--- config.mk ---
export PLATFORM = sky130hd
export DESIGN_NAME = sync_to_async_fifo_ctrl
export DESIGN_NICKNAME = d
export VERILOG_FILES = /design/src/rtl/sync_to_async_fifo_ctrl.sv
export SDC_FILE = /design/constraint.sdc
export NUM_CORES = 1
export LEC_CHECK = 0
export ABC_AREA = 0
export BUFFER_PORTS_ARGS = -buffer_cell sky130_fd_sc_hd__clkbuf_2
export CORE_ASPECT_RATIO = 0.6
export CORE_MARGIN = 4
export CORE_UTILIZATION = 35
export CTS_CLUSTER_DIAMETER = 80
export DETAILED_ROUTE_END_ITERATION = 10
export SYNTH_ARGS = -nofsm -noshare
export SYNTH_HDL_FRONTEND = slang
export SYNTH_SLANG_ARGS = --single-unit
export TNS_END_PERCENT = 1
--- constraint.sdc ---
create_clock -name clock -period 2.1 [get_ports clock]
set_input_delay 0.63 -clock clock [delete_from_list [all_inputs] [get_ports clock]]
set_output_delay 0.63 -clock clock [all_outputs]
set_load 0.01 [all_outputs]
--- src/rtl/sync_to_async_fifo_ctrl.sv ---
`default_nettype none
// ============================================================================
// Module      : sync_to_async_fifo_ctrl
// Description : Buffered bridge from a clocked ready/valid port to a
//               bundled-data req/ack channel (four-phase or two-phase).
// Revision    : 1.0 - initial release
// ============================================================================
module sync_to_async_fifo_ctrl #(
  parameter int DATA_WIDTH = 8,
  parameter int DEPTH      = 4,
  parameter int SYNC_STAGE = 2,
  parameter int TWO_PHASE  = 0
) (
  input  logic                       clock,
  input  logic                       reset,
  input  logic                       sync_valid,
  output logic                       sync_ready,
  input  logic [DATA_WIDTH-1:0]      sync_d,
  output logic                       async_req,
  input  logic                       async_ack,
  output logic [DATA_WIDTH-1:0]      async_d,
  output logic [$clog2(DEPTH):0]     fifo_level,
  output logic                       idle
);

  localparam int PTR_W = $clog2(DEPTH);
  localparam int LVL_W = PTR_W + 1;

  typedef enum logic [1:0] {
    S_IDLE     = 2'd0,
    S_SETUP    = 2'd1,
    S_WAIT_ACK = 2'd2,
    S_WAIT_RTZ = 2'd3
  } state_t;

  state_t                  state;
  state_t                  state_next;
  logic [DATA_WIDTH-1:0]   mem [DEPTH];
  logic [PTR_W-1:0]        wr_ptr;
  logic [PTR_W-1:0]        rd_ptr;
  logic [LVL_W-1:0]        level_next;
  logic [SYNC_STAGE-1:0]   ack_sync;
  logic                    ack_s;
  logic                    push;
  logic                    pop;
  logic                    load;
  logic                    req_next;

  assign push  = sync_valid & sync_ready;
  assign ack_s = ack_sync[SYNC_STAGE-1];

  // Synchronizer chain bringing the self-timed acknowledge into the clock domain.
  always_ff @(posedge clock) begin
    if (reset) begin
      ack_sync <= '0;
    end else begin
      ack_sync[0] <= async_ack;
      for (int i = 1; i < SYNC_STAGE; i++) begin
        ack_sync[i] <= ack_sync[i-1];
      end
    end
  end

  // Storage write; entries need no reset since the level gates every read.
  always_ff @(posedge clock) begin
    if (push) begin
      mem[wr_ptr] <= sync_d;
    end
  end

  // Read/write pointers, wrapping naturally because DEPTH is a power of two.
  always_ff @(posedge clock) begin
    if (reset) begin
      wr_ptr <= '0;
      rd_ptr <= '0;
    end else begin
      if (push) wr_ptr <= wr_ptr + PTR_W'(1);
      if (pop)  rd_ptr <= rd_ptr + PTR_W'(1);
    end
  end

  // Occupancy after this edge; a coincident push and pop cancel out.
  always_comb begin
    level_next = fifo_level;
    if (push && !pop) begin
      level_next = fifo_level + LVL_W'(1);
    end else if (pop && !push) begin
      level_next = fifo_level - LVL_W'(1);
    end
  end

  // Registered status so sync_ready, level and idle all reflect post-edge state.
  always_ff @(posedge clock) begin
    if (reset) begin
      fifo_level <= '0;
      sync_ready <= 1'b0;
      idle       <= 1'b1;
    end else begin
      fifo_level <= level_next;
      sync_ready <= (level_next != LVL_W'(DEPTH));
      idle       <= (level_next == '0) && (state_next == S_IDLE);
    end
  end

  // Handshake state register.
  always_ff @(posedge clock) begin
    if (reset) begin
      state <= S_IDLE;
    end else begin
      state <= state_next;
    end
  end

  // Next-state decode: load head, set up data, raise/toggle req, retire on ack.
  always_comb begin
    state_next = state;
    load       = 1'b0;
    pop        = 1'b0;
    req_next   = async_req;
    case (state)
      S_IDLE: begin
        if (fifo_level != '0) begin
          load       = 1'b1;
          state_next = S_SETUP;
        end
      end
      S_SETUP: begin
        req_next   = (TWO_PHASE != 0) ? ~async_req : 1'b1;
        state_next = S_WAIT_ACK;
      end
      S_WAIT_ACK: begin
        if (TWO_PHASE != 0) begin
          if (ack_s == async_req) begin
            pop        = 1'b1;
            state_next = S_IDLE;
          end
        end else if (ack_s) begin
          pop        = 1'b1;
          req_next   = 1'b0;
          state_next = S_WAIT_RTZ;
        end
      end
      S_WAIT_RTZ: begin
        if (!ack_s) begin
          state_next = S_IDLE;
        end
      end
      default: state_next = S_IDLE;
    endcase
  end

  // Bundled data and request outputs; data only changes on the IDLE->SETUP load.
  always_ff @(posedge clock) begin
    if (reset) begin
      async_req <= 1'b0;
      async_d   <= '0;
    end else begin
      async_req <= req_next;
      if (load) begin
        async_d <= mem[rd_ptr];
      end
    end
  end

endmodule
`default_nettype wire

==> After elaboration in Yosys (flattened, before gate mapping) <==
Memories as Yosys holds them, arrays and structs flattened. A register that Yosys moved wholly into a read port is not among the register bits.
Index checks and enable logic that the tools add are counted.
{ "totals": {"output_inout_bits": 14, "mem_bits_rw": 32, "reg_bits": 14, "word_cells": 44, "input_bits": 12, "memories": 1} }
{ "classes": {"addsub": 4, "bitwise": 1, "eq_ne": 5, "muxes": 14, "n_reduce_logical": 11} }
{ "memory_table": {"columns": ["name", "depth", "word_bits", "rd", "rd_clocked_by_memory_dff", "wr", "line", "source"], "rows": [
  ["mem", 4, 8, 1, 1, 1, "38", "logic [DATA_WIDTH-1:0] mem [DEPTH];"]
]} }
{ "ops": {"columns": ["op", "count"], "rows": [
  ["case mux 2 bit (4 select lines)", 1],
  ["2-to-1 mux 1 bit", 7],
  ["2-to-1 mux 2 bit", 3],
  ["2-to-1 mux 3 bit", 2],
  ["adder 2 x 1 -> 2 bit (second input constant)", 2],
  ["equality test 2 bit (second input constant)", 2],
  ["zero test 2 bit", 2],
  ["adder 3 x 1 -> 3 bit (second input constant)", 1],
  ["logical AND 1 bit", 3],
  ["zero test 3 bit", 1],
  ["inequality test 3 bit (second input constant)", 1],
  ["nonzero test 3 bit", 1],
  ["subtractor 3 x 1 -> 3 bit (second input constant)", 1],
  ["equality test 2 x 1 -> 1 bit (second input constant)", 1],
  ["zero test 1 bit", 2],
  ["inequality test 2 bit (second input constant)", 1],
  ["case mux 1 bit (2 select lines)", 1],
  ["AND reduction 2 bit", 1],
  ["nonzero test 2 bit", 1],
  ["bitwise AND 1 bit", 1]
]} }

==> Longest topological paths before layout <==
{ "logic_depth": {"ltp_word": 7, "depth_mapped": 6, "ltp_nobuf": 6} }

==> Worst setup path after synthesis <==
OpenSTA, ideal clock, no wires.
{ "synth_timing": {"kind": "register to register", "startpoint": "register fifo_level[0]", "endpoint": "register sync_ready", "synth_period_minus_slack_ns": 1.675, "slack_ns": 0.425, "path_buffers": 0, "stages_incl_launch_ff": 6, "arrival_ns": 1.543, "cell_sequence": "dfxtp_1 inv_1 ha_1 or4_4 o211ai_2 a21oi_1"} }
{ "synth_via": {"elab_chain_cells": 4, "word_cells_on_any_way": 5} }
{ "synth_rtl": {"columns": ["item", "line", "source"], "rows": [
  ["start: declaration", "22", "output logic [$clog2(DEPTH):0] fifo_level,"],
  ["start signal: assignment", "99", "fifo_level <= level_next;"],
  ["subtractor 3 x 1 -> 3 bit", "88", "level_next = fifo_level - LVL_W'(1);"],
  ["2-to-1 mux 3 bit", "87", "end else if (pop && !push) begin"],
  ["2-to-1 mux 3 bit *", "85", "if (push && !pop) begin"],
  ["inequality test 3 bit *", "100", "sync_ready <= (level_next != LVL_W'(DEPTH));"],
  ["end signal: assignment", "100", null],
  ["end: declaration", "17", "output logic sync_ready,"]
]} }
Mark *: on every way between the ends. The rest lies on a longest branch, timed or not.
A chain may end at the register's enable or synchronous reset.

==> Worst setup path in the final report <==
Ends and elaborated chain as after synthesis.

==> reports/results.ini <==
[logic_synthesis]
synth_top_area_cell=edfxtp_1
ys.flop_type=edfxtp_1
syn_nets=164
yosysUniqueCellTypes=33
yosysSeqAreaShare=0.656
synth_top_area_share=0.450
ys_warn_count=0
synth-seq-cells=54
synthArstFlopShare=0
avgSynthCellArea_um2=14.7
synth_edf_count=32
synth_cells=145
syn-cell-area_mm2=0.00214
yosys-top-cells-area=edfxtp_1, dfxtp_1, mux4_2

[timing]
rsz0062_at_grt=false
worstMarginPinSlew_ps=572
period_needed_ps=1740
slew_headroom=0.618
setup_viol=0
post-route-period-util=0.828
clock_skew_ps=16.8
timing.hold.ws_ps=457
drv_slew=0
final_hold_viol_count=0
max_freq_mhz=575
tns_ps=0

[detailed_routing]
via_per_inst=4.77
dr.pass1.iters=4
wirelength_mm=3.86
wl_per_cell_um=15.1
drtIter0Drc=32
drc=0
vias=1216
ant_nets=0

[grt]
grtUsageTotal=0.114
antenna_found_initial=0
grt_start_max_net_pins=23
grt_pass1_vias=1217
grt_overflow=0
grt_pass1_wl_mm=6.13

[clock_tree]
cts_resized=0
cts_hold_buf=0
cts_tree=built
root_buffer=clkbuf_8
cts_buffers=5
cts_max_level=2
post_cts_buffers=0
clk_pin_slew_ps=110
clkLatencyLatePin_ps=310
max-clock-path-buffers=2
clock_sinks=54

[job]
max-cap-violations=0

[die]
fp.dieW_um=109
die_area_mm2=0.00746
coreArea_mm2=0.00575
io_pins=26
fp.dieH_um=68.5
initial_core_util=0.371
rows=21

[hold_path]
hold_end=ack_sync[1]
hold_class=register to register
hold_start=ack_sync[0]
whs_path_depth=1

[setup_path]
crit_required_ps=2290
slowest_stage=or4_4
ff2ff_setup_slack_ps=360
worstSetupEndpointType=register
crit_path_start=fifo_level[0]
path_max_fanout=6
critical_path_class=register to register
worstPathCellList=inv_1, ha_1, or4_4, o211ai_2, a21oi_1
reg2reg_depth=5
max_stage_delay_ps=540
crit_path_start_kind=register
r2r_end=sync_ready
worstPathArrival_ps=1930
crit_family=simple AND/OR/NAND/NOR gates
critPathBufInv=1
r2r-start=fifo_level[0]

[finish]
final_area_mm2=0.00244
diodes=0
area_growth_pct=14.2
final_common_cell=edfxtp_1
fin_nets=193
layout-drive-gt1-share=0.257
layout_common_cells=edfxtp_1, clkbuf_2, dfxtp_1

[place]
hpwl_mm=2.66
placed_area_mm2=0.00235
gp_routability_congestion=0.784
port-buffer-count=25

[power]
leakagePower_nw=0.936
finalPower_mw=2.13
max-vdd-ir-drop_mv=0.337
power_density_mw_per_mm2=871

[status]
outcome=complete, no violations

[report_power, final]
group	internal, mW	switching, mW	total [mW]
clock	0.242	0.338	0.580
sequential	1.19	0.0431	1.23
combinational	0.139	0.175	0.313
[final cells by class]
type	instances	area, µm²
repair buffers	27	140
clock buffers	6	72.6
clock inverters	2	17.5
flip-flops and latches	54	1400
inverters	6	22.5
well taps	80	100
multi-input cells	80	686
fillers	510	3310
[synthesized netlist by cell type, drive strengths merged, types with 2 or more instances]
cell type and number:
xor2 2, mux4 8, nor2b 2, buf 3, and3 5, nor2 14, ha 7, xnor2 4
inv 6, clkbuf 2, dfxtp 22, mux2i 9, nor3 2, nand2 7, a21oi 5, edfxtp 32
o21ai 2
[sequential cells by signal (all words and copies together), names as in the netlist]
signal,count
state,2
rd_ptr,2
async_req,1
fifo_level,3
wr_ptr,2
async_d,8
ack_sync,2
idle,1
mem,32
sync_ready,1
[logic make-up after synthesis]
| family | after synthesis | synth area share |
|---|---|---|
| compound gates | 12 | 0.0375 |
| xor+xnor | 6 | 0.0246 |
| fa+ha+maj | 7 | 0.0410 |
| buf+inv | 11 | 0.0234 |
| flops | 54 | 0.656 |
| mux | 17 | 0.128 |
| simple gates | 38 | 0.0896 |
[metrics by stage]
stage               setup WS (ps)   util  std cells
floorplan                     425      -        145
global placement              328  0.408        247
detailed placement            267  0.408        247
CTS                           356  0.424        255
global route                  252  0.424        255
finish                        361  0.424        255
[how the worst max path moves through the flow]
stage                            end  slack, ps  cells after the start
after floorplan           sync_ready        420                      5
after global routing      async_d[1]        250                      6
final                     sync_ready        360                      5
after detailed placement  sync_ready        270                      5
after CTS                 sync_ready        360                      5
after global placement    sync_ready        330                      5
[per-layer routing]
metal / track usage / routed length (µm) / vias to the layer above / share of wire
met5: 0 / 0 / - / 0
met4: 0.0425 / 12 / 0 / 0.0031
met3: 0.0400 / 184 / 2 / 0.048
met2: 0.182 / 1840 / 29 / 0.48
met1: 0.144 / 1820 / 599 / 0.47
li1: - / - / 586 / -
No activity file was read; power rests on OpenSTA's default activity.
